===== config.mk =====
export PLATFORM = sky130hd
export DESIGN_NAME = clkdiv_ctrl
export DESIGN_NICKNAME = d
export VERILOG_FILES = /design/src/rtl/clkdiv_ctrl.sv
export SDC_FILE = /design/constraint.sdc
export NUM_CORES = 1
export LEC_CHECK = 0
export ABC_AREA = 1
export CORE_MARGIN = 8
export CORE_UTILIZATION = 41
export DETAILED_ROUTE_END_ITERATION = 8
export MAX_ROUTING_LAYER = met4
export PLACE_DENSITY = 0.72
export SETUP_SLACK_MARGIN = 0.1
export SYNTH_ARGS = -nofsm -noshare
export SYNTH_HDL_FRONTEND = slang
export SYNTH_SLANG_ARGS = --single-unit

===== constraint.sdc =====
create_clock -name clk_in -period 3.6 [get_ports clk_in]
set_clock_uncertainty 0.15 [all_clocks]
set_input_delay 0.72 -clock clk_in [delete_from_list [all_inputs] [get_ports clk_in]]
set_output_delay 0.72 -clock clk_in [all_outputs]
set_load 0.01 [all_outputs]

===== src/rtl/clkdiv_ctrl.sv =====
// clkdiv_ctrl: reconfiguration controller for a programmable clock divider.
// Arbitrates divide-ratio change requests round-robin, validates them, and
// applies an accepted ratio only at a falling edge of the divided clock. The
// divider phase is then restarted with a one-cycle reset, a settle window is
// allowed to elapse, and the owning requester receives a one-cycle ack.
module clkdiv_ctrl #(
    parameter int N           = 4,
    parameter int WIDTH       = 8,
    parameter int DEFAULT_DIV = 7,
    parameter int SETTLE_CYC  = 4,
    parameter int TIMEOUT     = 512
) (
    input  logic                   clk_in,
    input  logic                   rst,
    input  logic [N-1:0]           req,
    input  logic [N*WIDTH-1:0]     req_div,
    input  logic                   clk_div_in,
    output logic [WIDTH-1:0]       div_out,
    output logic                   div_rst,
    output logic [N-1:0]           ack,
    output logic                   err,
    output logic                   busy,
    output logic [$clog2(N)-1:0]   owner
);

    localparam int OW      = $clog2(N);
    localparam int CNT_MAX = (TIMEOUT > SETTLE_CYC) ? TIMEOUT : SETTLE_CYC;
    localparam int CW      = $clog2(CNT_MAX + 1);

    localparam logic [CW-1:0]    TO_LAST     = CW'(TIMEOUT - 1);
    localparam logic [CW-1:0]    SETTLE_LAST = CW'(SETTLE_CYC - 1);
    localparam logic [WIDTH-1:0] DEF_DIV     = WIDTH'(DEFAULT_DIV);
    localparam logic [WIDTH-1:0] MIN_DIV     = WIDTH'(2);

    typedef enum logic [2:0] {
        ST_INIT      = 3'd0,
        ST_IDLE      = 3'd1,
        ST_WAIT_EDGE = 3'd2,
        ST_LOAD      = 3'd3,
        ST_SETTLE    = 3'd4,
        ST_ACK       = 3'd5
    } state_t;

    state_t            state_r;
    logic [OW-1:0]     rr_r;
    logic [WIDTH-1:0]  pend_r;
    logic              prev_r;
    logic [CW-1:0]     cnt_r;

    logic              any_req_s;
    logic [OW-1:0]     grant_s;
    logic [OW-1:0]     next_rr_s;
    logic [WIDTH-1:0]  pend_sel_s;
    logic              fall_s;
    logic              hit_s;
    logic [OW-1:0]     cand_s;
    int                cand_i;

    // One-hot ack vector for the given requester index.
    function automatic logic [N-1:0] onehot(input logic [OW-1:0] idx);
        onehot = {{(N-1){1'b0}}, 1'b1} << idx;
    endfunction

    // A falling edge of the divided clock: sampled high last cycle, low now.
    assign fall_s = prev_r & ~clk_div_in;

    // Round-robin pick: first set request at or after the pointer, wrapping.
    always_comb begin
        any_req_s  = 1'b0;
        grant_s    = {OW{1'b0}};
        cand_i     = 0;
        cand_s     = {OW{1'b0}};
        hit_s      = 1'b0;
        pend_sel_s = {WIDTH{1'b0}};
        for (int k = 0; k < N; k++) begin
            cand_i    = (int'(rr_r) + k) % N;
            cand_s    = OW'(cand_i);
            hit_s     = ~any_req_s & req[cand_s];
            grant_s   = hit_s ? cand_s : grant_s;
            any_req_s = any_req_s | hit_s;
        end
        for (int k = 0; k < N; k++) begin
            pend_sel_s = (OW'(k) == grant_s) ? req_div[k*WIDTH +: WIDTH] : pend_sel_s;
        end
    end

    // Pointer advances past the granted requester, wrapping at N.
    assign next_rr_s = (grant_s == OW'(N - 1)) ? {OW{1'b0}} : grant_s + OW'(1);

    // Main control FSM with all outputs registered. The validity and
    // no-change checks are made on the latched ratio in the first cycle after
    // the grant, keeping the request mux out of the compare path.
    always_ff @(posedge clk_in or negedge rst) begin
        if (!rst) begin
            state_r <= ST_INIT;
            rr_r    <= {OW{1'b0}};
            pend_r  <= DEF_DIV;
            prev_r  <= 1'b0;
            cnt_r   <= {CW{1'b0}};
            div_out <= DEF_DIV;
            div_rst <= 1'b1;
            ack     <= {N{1'b0}};
            err     <= 1'b0;
            busy    <= 1'b1;
            owner   <= {OW{1'b0}};
        end else begin
            prev_r <= clk_div_in;
            ack    <= {N{1'b0}};
            err    <= 1'b0;
            case (state_r)
                ST_INIT: begin
                    state_r <= ST_IDLE;
                    div_rst <= 1'b0;
                    busy    <= 1'b0;
                end
                ST_IDLE: begin
                    if (any_req_s) begin
                        owner   <= grant_s;
                        pend_r  <= pend_sel_s;
                        rr_r    <= next_rr_s;
                        cnt_r   <= {CW{1'b0}};
                        busy    <= 1'b1;
                        state_r <= ST_WAIT_EDGE;
                    end else begin
                        busy    <= 1'b0;
                    end
                end
                ST_WAIT_EDGE: begin
                    if (pend_r < MIN_DIV) begin
                        ack     <= onehot(owner);
                        err     <= 1'b1;
                        state_r <= ST_ACK;
                    end else if (pend_r == div_out) begin
                        ack     <= onehot(owner);
                        state_r <= ST_ACK;
                    end else if (fall_s || (cnt_r == TO_LAST)) begin
                        div_out <= pend_r;
                        div_rst <= 1'b1;
                        cnt_r   <= {CW{1'b0}};
                        state_r <= ST_LOAD;
                    end else begin
                        cnt_r   <= cnt_r + CW'(1);
                    end
                end
                ST_LOAD: begin
                    div_rst <= 1'b0;
                    cnt_r   <= {CW{1'b0}};
                    state_r <= ST_SETTLE;
                end
                ST_SETTLE: begin
                    if (cnt_r == SETTLE_LAST) begin
                        ack     <= onehot(owner);
                        state_r <= ST_ACK;
                    end else begin
                        cnt_r   <= cnt_r + CW'(1);
                    end
                end
                ST_ACK: begin
                    busy    <= 1'b0;
                    state_r <= ST_IDLE;
                end
                default: begin
                    div_rst <= 1'b0;
                    busy    <= 1'b0;
                    state_r <= ST_IDLE;
                end
            endcase
        end
    end

endmodule


# After elaboration in Yosys (flattened, before gate mapping)
# Cells that the tools add are included.
# W data, S select, Z words.
[totals] in_bits=39 out_inout_bits=17 register_bits=41
[classes] n_mux=41 bitwise=14 magnitude_cmp=5 n_reduce_logical=10 add_sub_neg=5 eq_ne=19 shift=1
[op_table] op="$mux W10" count=5
[op_table] op="$pmux W10 S4" count=1
[op_table] op="$mux W8" count=4
[op_table] op="$mux W3" count=5
[op_table] op="$lt A2 B3 Y1 const B" count=4
[op_table] op="$mux W4" count=3
[op_table] op="$ne A2 B2 Y1 const B" count=6
[op_table] op="$pmux W3 S4" count=1
[op_table] op="$add A10 B1 Y10 const B" count=1
[op_table] op="$eq A10 B2 Y1 const B" count=1
[op_table] op="$eq A10 B9 Y1 const B" count=1
[op_table] op="$mux W1" count=10
[op_table] op="$mux W2" count=5
[op_table] op="$bmux W1 S2" count=4
[op_table] op="$eq A8 B8 Y1" count=1
[op_table] op="$lt A8 B2 Y1 const B" count=1
[op_table] op="$pmux W4 S2" count=1
[op_table] op="$reduce_and A4 Y1" count=2
[op_table] op="$not A1 Y1" count=7
[op_table] op="$eq A3 B2 Y1 const B" count=2
[op_table] op="$eq A3 B3 Y1 const B" count=2
[op_table] op="$reduce_or A3 Y1" count=2
[op_table] op="$reduce_and A5 Y1" count=1
[op_table] op="$add A2 B1 Y2 const B" count=2
[op_table] op="15 further kinds" count=23

# Depth between registers and ports, before layout
# Gate-level depths: netlist of the first run.
[logic_depth] ltp_word=16 depth_mapped=19 mapped_depth_nobuf=17

# Worst setup path after synthesis of the first run
# No wires, ideal clock.
[synth_timing] path_kind="input to register" start="input port req[3]" end="register pend_r[7]" n_path_buf=1 setup_slack_ns=0.742 stages=16 arrival_time_ns=2.634 path_cell_list="inv_1 -> nand2_1 -> nand3_1 -> nand2_2 -> nor2_8 -> nand3_4 -> nand3_1 -> inv_1 -> ha_1 -> clkbuf_1 -> nor2_1 -> nand2_1 -> a21o_1 -> a31oi_1 -> nand2_1 -> o21ai_2"
[synth_via] elab_chain_cells=16
[synth_lines] item="start: declaration" line="15" text="input logic [N-1:0] req,"
[synth_lines] item="$bmux W1 S2" line="78" text="hit_s = ~any_req_s & req[cand_s];"
[synth_lines] item="$mux W1 (not written as such)" line="78"
[synth_lines] item="$not A1 Y1" line="78"
[synth_lines] item="$and A1 B1 Y1" line="78"
[synth_lines] item="$or A1 B1 Y1" line="80" text="any_req_s = any_req_s | hit_s;"
[synth_lines] item="$not A1 Y1" line="78"
[synth_lines] item="$and A1 B1 Y1" line="78"
[synth_lines] item="$or A1 B1 Y1" line="80"
[synth_lines] item="$not A1 Y1" line="78"
[synth_lines] item="$and A1 B1 Y1" line="78"
[synth_lines] item="$mux W2 *" line="79" text="grant_s = hit_s ? cand_s : grant_s;"
[synth_lines] item="via grant_s[0]" line="51" text="logic [OW-1:0] grant_s;"
[synth_lines] item="$logic_not A2 Y1" line="83" text="pend_sel_s = (OW'(k) == grant_s) ? req_div[k*WIDTH +: WIDTH] : pend_sel_s;"
[synth_lines] item="$mux W8 (3 in series)" line="83"
[synth_lines] item="$mux W8 *" line="83"
[synth_lines] item="end signal: assignment" line="119" text="pend_r <= pend_sel_s;"
[synth_lines] item="end: declaration" line="46" text="logic [WIDTH-1:0] pend_r;"
# Mark *: on every way through the listed nets, which the timed path passes. The rest lies on a longest branch. The select of a mux whose other input is x is not followed.
# A chain may end at the register's enable or synchronous reset.

# Worst setup path after layout of the first run
[layout_timing] start="input port req[1]" end="register pend_r[7]"
# The elaborated chain is that of the path after synthesis.

==> results.toml, run 1 <==
[run_status]
outcome = "finished, final reports clean"

[setup_path]
start_kind = "input port"
crit_path_max_incr_delay_ns = 0.43
critPathArrivalTime_ns = 3.17
path_common_cell = "nand2_1"
startpoint = "req[1]"
r2r_start = "rr_r[0]"
cp_slowest_cell = "clkdlybuf4s50_1"
path_class = "in -> reg"
required_ns = 3.67
crit_path_end_kind = "flop"
cp_cell_sequence = "clkdlybuf4s50_1 > nand2_1 > nand2_1 > nand2_1 > nand2_2 > nor2_8 > nand3_4 > nand3_1 > inv_1 > ha_1 > nor2_2 > nand2_1 > a21o_1 > a31oi_1 > nand2_1 > o21ai_2"
path_max_fanout = 8

[sta]
finalSetupTns_ns = 0
maxSlewHeadroom = 0.388
slew_violations = 0
worst_pin_slew_ns = 0.918
period_needed_ns = 3.10
finalHoldViolations = 0
fin_crit_sh = 0.860
rsz0062_at_grt = "false"
max_clock_freq_mhz = 323
setup_viol = 0

[detailed_routing]
post_drt_via_cell_ratio = 4.91
drc = 0
wire_per_inst_um = 12.5
antenna_left = 0
vias = 2536
drt-pass1-iter-count = 4
drtIter0Drc = 127
routed_wl_um = 6470

[finish]
antennaDiodeCount = 0
seqCellArea_mm2 = 0.00104
fin_area_mm2 = 0.00346
final_cell_mix = "158 x nand2_1, 54 x clkdlybuf4s50_1, 34 x inv_1"
nFillCells = 647
final_nets = 480
multi_input_area_mm2 = 0.00150
final_common_cell = "nand2_1"
area_delta_synth_final_pct = 25.9
final_cells = 517
drive_above_1_share = 0.151

[clock_tree]
cts_buffers = 5
ctsLongestPathBuffers = 2
cts_tree = "done"
cts-root-buf = "clkbuf_8"
clk_latency_ns = 0.29
clk_pin_slew_ns = 0.08
h-tree-depth = 2
clock-sinks = 41

[job]
max-cap-violations = 0

[synthesis]
synth.top_cell.area_share = 0.300
syn-cell-area_mm2 = 0.00275
netlist.top_cell.by_area = "dfrtp_1"
yosysWarnings = 0
yosysUniqueCellTypes = 32
ys_seq_area_frac = 0.377
yosys-top-cells-area = "dfrtp_1 30%, nand2_1 22%, dfstp_2 7.6%"
ys_ff_latch = 41
syn_nets = 425
syn-instance-count = 381
postSynthAreaPerCell_um2 = 7.22

[global_routing]
antenna_found_initial = 0
overflow = 0
grt_max_degree = 42
grt_util_all_layers = 0.144
grt_pass1_wl_um = 11200
grt_pass1_vias = 2413

[power]
swShare = 0.483
p_int_mw = 1.63
netSwitchingPower_mw = 1.52
p_leak_nw = 1.70
p_per_area_mw_per_mm2 = 912
comb_power_share = 0.628
power_frac_clock = 0.122
seqPwrFrac = 0.251
vdd_drop_max_mv = 0.582

[die]
dieArea_mm2 = 0.00959
ios = 56
die_w_um = 97.9
core_area_mm2 = 0.00664
num_rows = 30
fp.dieH_um = 97.9
initial_core_util = 0.414

[placed_design]
place_hpwl_um = 5070
finalWeightedCongestion = 0.836
port_buffers = 55
post_dp_cell_area_mm2 = 0.00334
place_inst = 509

[worst_hold_path]
hp-class = "reg -> reg"
hold_path_startpoint = "div_rst"
cells in the mapped netlist, drive strengths merged:
| library cell | n |
|---|---|
| nor3 | 3 |
| o21ai | 25 |
| a21oi | 2 |
| or2 | 3 |
| inv | 42 |
| nand4 | 2 |
| xnor2 | 4 |
| nand2 | 165 |
| nand3b | 1 |
| dfstp | 8 |
| a21o | 8 |
| buf | 4 |
| xor2 | 2 |
| clkbuf | 4 |
| nand3 | 30 |
| dfrtp | 33 |
| a31oi | 8 |
| nor2 | 32 |
| ha | 5 |
critical path, delay by kind of cell:
| kind | cells | cell delay (ns) |
|---|---|---|
| buf+inv | 2 | 0.53 |
| simple gates | 10 | 1.27 |
| fa+ha+maj | 1 | 0.23 |
| compound gates | 3 | 0.42 |
power groups by stage:
stage	Clock, mW	Combinational, mW	Sequential, mW
floorplan	0	1.51	0.782
detailed placement	0	1.98	0.797
global placement	0	1.94	0.793
global route	0.413	2.24	0.814
finish	0.385	1.98	0.791
CTS	0.394	1.99	0.791
area by class of cell:
cell class / count / area share
repair buffers: 56 / 0.160
clock inverters: 1 / 0.00867
well taps: 80 / 0.0289
inverters: 42 / 0.0462
clock buffers: 7 / 0.0249
flip-flops and latches: 41 / 0.299
multi-input cells: 290 / 0.432
timing repair:
| action | in CTS | in global routing |
|---|---|---|
| hold buffers | 0 | 0 |
| gates resized for setup | 0 | 1 |
| setup endpoints to repair | 0 | 1 |
| setup buffers | 0 | 0 |
state kept, by name, indices dropped and copies added, names as in the netlist, 2 cells and up:
| name | cells |
|---|---|
| state_r | 3 |
| rr_r | 2 |
| ack | 4 |
| div_out | 8 |
| cnt_r | 10 |
| owner | 2 |
| pend_r | 8 |
final timing paths:
check | end | cells past startpoint | slack (ns)
worst min register to register | div_rst | 2 | 0.32
worst max-delay path | pend_r[7] | 16 | 0.50
worst min-delay path | div_rst | 2 | 0.32
max in group asynchronous | cnt_r[1] | 1 | 2.32
min in group asynchronous | div_out[3] | 1 | 0.41
worst max register to register | pend_r[7] | 16 | 0.72
per-layer routing:
| metal | part of all wire | vias to the layer above | GRT usage |
|---|---|---|---|
| met2 | 0.49 | 51 | 0.231 |
| met4 | 0.013 | 0 | 0.0432 |
| met5 | 0 | - | - |
| met1 | 0.46 | 1179 | 0.182 |
| met3 | 0.032 | 5 | 0.0228 |
| li1 | - | 1301 | - |
kinds of logic (layout without fill, tap and decap cells):
group	after synthesis	in the layout	synth area share
buf+inv	50	106	0.0800
flops	41	41	0.377
simple gates	236	236	0.382
xor+xnor	6	6	0.0191
fa+ha+maj	5	5	0.0227
compound gates	43	43	0.119
per-stage QoR:
stage / hold slack, ns / util / setup slack [ns] / total power, mW
final: 0.320 / 0.521 / 0.504 / 3.16
after global routing: 0.360 / 0.521 / 0.241 / 3.46
after CTS: 0.321 / 0.521 / 0.364 / 3.18
after detailed placement: 0.309 / 0.503 / 0.0514 / 2.78
after global placement: 0.305 / 0.503 / 0.151 / 2.73
after floorplan: 0.274 / - / 0.742 / 2.29
Power figures use the tool's default switching activity.
==> run 2, diff against run 1 <==
--- a/config.mk
+++ b/config.mk
@@ -8,6 +8,7 @@
 export ABC_AREA = 1
 export CORE_MARGIN = 8
 export CORE_UTILIZATION = 41
+export CTS_BUF_LIST = sky130_fd_sc_hd__clkbuf_16
 export DETAILED_ROUTE_END_ITERATION = 8
 export MAX_ROUTING_LAYER = met4
 export PLACE_DENSITY = 0.72
==> results.toml, run 2 (synthesized netlist as in run 1, its figures left out) <==
[power]
vdd_drop_max_mv = 0.587
p_int_mw = 1.73
comb_power_share = 0.606
p_per_area_mw_per_mm2 = 931
p_leak_nw = 1.73
netSwitchingPower_mw = 1.54
swShare = 0.471
power_frac_clock = 0.151
seqPwrFrac = 0.243

[die]
ios = 56
dieArea_mm2 = 0.00959
initial_core_util = 0.414
fp.dieH_um = 97.9
die_w_um = 97.9
num_rows = 30
core_area_mm2 = 0.00664

[detailed_routing]
dr_wl_met2_um = 3230
antenna_left = 0
post_drt_via_cell_ratio = 4.96
drt-met1-wl_um = 2990
vias = 2562
drt-pass1-iter-count = 5
routed_wl_um = 6550
top_layer_used = "met4"
wire_per_inst_um = 12.7
drtIter0Drc = 100
drc = 0
met3_length_um = 208

[sta]
finalSetupTns_ns = 0
whs_ns = 0.318
rsz0062_at_grt = "false"
period_needed_ns = 3.10
slew_violations = 0
maxSlewHeadroom = 0.389
worst_pin_slew_ns = 0.917
finalHoldViolations = 0
setup_viol = 0
max_clock_freq_mhz = 323
fin_crit_sh = 0.860

[clock_tree]
clock-sinks = 41
cts-root-buf = "clkbuf_16"
ctsLongestPathBuffers = 2
post_cts_buffers = 0
h-tree-depth = 2
cts_tree = "done"
cts_buffers = 5
clk_pin_slew_ns = 0.06
clk_latency_ns = 0.28

[run_status]
outcome = "finished, final reports clean"

[setup_path]
r2r_setup_slack_ns = 0.75
regToRegEndpoint = "pend_r[7]"
path_class = "in -> reg"
cp_slowest_cell = "clkdlybuf4s50_1"
crit_path_end_kind = "flop"
path_max_fanout = 8
path_common_cell = "nand2_1"
cp_cell_sequence = "clkdlybuf4s50_1 > nand2_1 > nand2_1 > nand2_1 > nand2_2 > nor2_8 > nand3_4 > nand3_1 > inv_1 > ha_1 > nor2_2 > nand2_1 > a21o_1 > a31oi_1 > nand2_1 > o21ai_2"
crit_end = "pend_r[7]"
start_kind = "input port"
cp_num_buf_inv = 2
r2r_start = "rr_r[0]"
critPathArrivalTime_ns = 3.15
startpoint = "req[1]"
rr_worst_depth = 16
crit_path_max_incr_delay_ns = 0.43
required_ns = 3.66
cp.depth = 16
crit_family = "simple AND/OR/NAND/NOR gates"

[finish]
drive_above_1_share = 0.149
seqCellArea_mm2 = 0.00104
top_register = "cnt_r"
area_delta_synth_final_pct = 27.6
final_nets = 480
final_cell_mix = "158 x nand2_1, 54 x clkdlybuf4s50_1, 35 x inv_1"
reg.largest.list = "cnt_r (10), div_out (8), pend_r (8)"
antennaDiodeCount = 0
nFillCells = 641
final_cells = 517
largest_register_ffs = 10
multi_input_area_mm2 = 0.00150
final_common_cell = "nand2_1"

[global_routing]
grt_max_degree = 42
overflow = 0
antenna_found_initial = 0
grt_pass1_wl_um = 11300
grt_pass1_vias = 2436
grt_util_all_layers = 0.146

[placed_design]
place_hpwl_um = 5070
place_inst = 509
port_buffers = 55
finalWeightedCongestion = 0.836

[worst_hold_path]
hp-class = "reg -> reg"

[job]
max-cap-violations = 0
run 2: layer usage:
layer	vias to the layer above	global-route usage
met4	0	0.0432
met5	-	-
met1	1191	0.182
li1	1304	-
met2	56	0.236
met3	11	0.0249
run 2: metrics by stage:
step / util / cell area [µm²] / total power [mW] / setup WS (ns)
final: 0.528 / 3510 / 3.27 / 0.505
after global placement: 0.503 / 3340 / 2.73 / 0.151
after CTS: 0.528 / 3510 / 3.29 / 0.344
after detailed placement: 0.503 / 3340 / 2.78 / 0.0514
after global routing: 0.528 / 3510 / 3.58 / 0.219
after floorplan: - / 2750 / 2.29 / 0.742
run 2: final cells by class:
type,count,area share
clock buffer,5,0.0357
clock inverter,3,0.0107
inverter,42,0.0456
multi-input combinational,290,0.427
sequential,41,0.295
tap,80,0.0285
timing repair buffer,56,0.158
run 2: worst min-delay path by stage:
| stage | startpoint | end | cells after the start |
|---|---|---|---|
| floorplan | rst | ack[0] | 0 |
| global placement | div_rst | div_rst | 2 |
| detailed placement | div_rst | div_rst | 2 |
| CTS | div_rst | div_rst | 2 |
| global route | busy | busy | 2 |
| finish | div_rst | div_rst | 2 |
run 2: repair_timing:
action	in CTS	in global routing
gates resized for setup	0	1
endpoints found under the hold margin	0	0
hold buffers	0	0
endpoints found under the setup margin	0	2
run 2: power by group through the flow:
stage / clock (mW) / sequential [mW] / combinational, mW
3_3_place_gp: 0 / 0.793 / 1.94
2_1_floorplan: 0 / 0.782 / 1.51
3_5_place_dp: 0 / 0.797 / 1.98
5_1_grt: 0.524 / 0.816 / 2.24
6_report: 0.494 / 0.793 / 1.98
4_1_cts: 0.503 / 0.793 / 1.99
run 2: worst register-to-register path: cells and delay by family, from the launching register on:
family / cells / cell delay, ns
and+or+nand+nor: 10 / 1.26
DFF: 1 / 0.53
AOI/OAI and AO/OA: 3 / 0.42
buffers and inverters: 2 / 0.19
adders and majority gates: 1 / 0.23
==> run 3, diff against run 2 <==
==> constraint.sdc (replaced) <==
create_clock -name clk_in -period 3.6 [get_ports clk_in]
set_clock_uncertainty 0.15 [all_clocks]
set_input_delay 0.72 -clock clk_in [delete_from_list [all_inputs] [get_ports clk_in]]
set_output_delay 0.72 -clock clk_in [all_outputs]
set_load 0.05 [all_outputs]
==> results of run 3 <==
The final DEF is identical to that of run 2. Status: finished, final reports clean.
Among the figures that moved: total power 3.27 mW -> 3.46 mW; worst IR drop on VDD 0.587 mV -> 0.589 mV
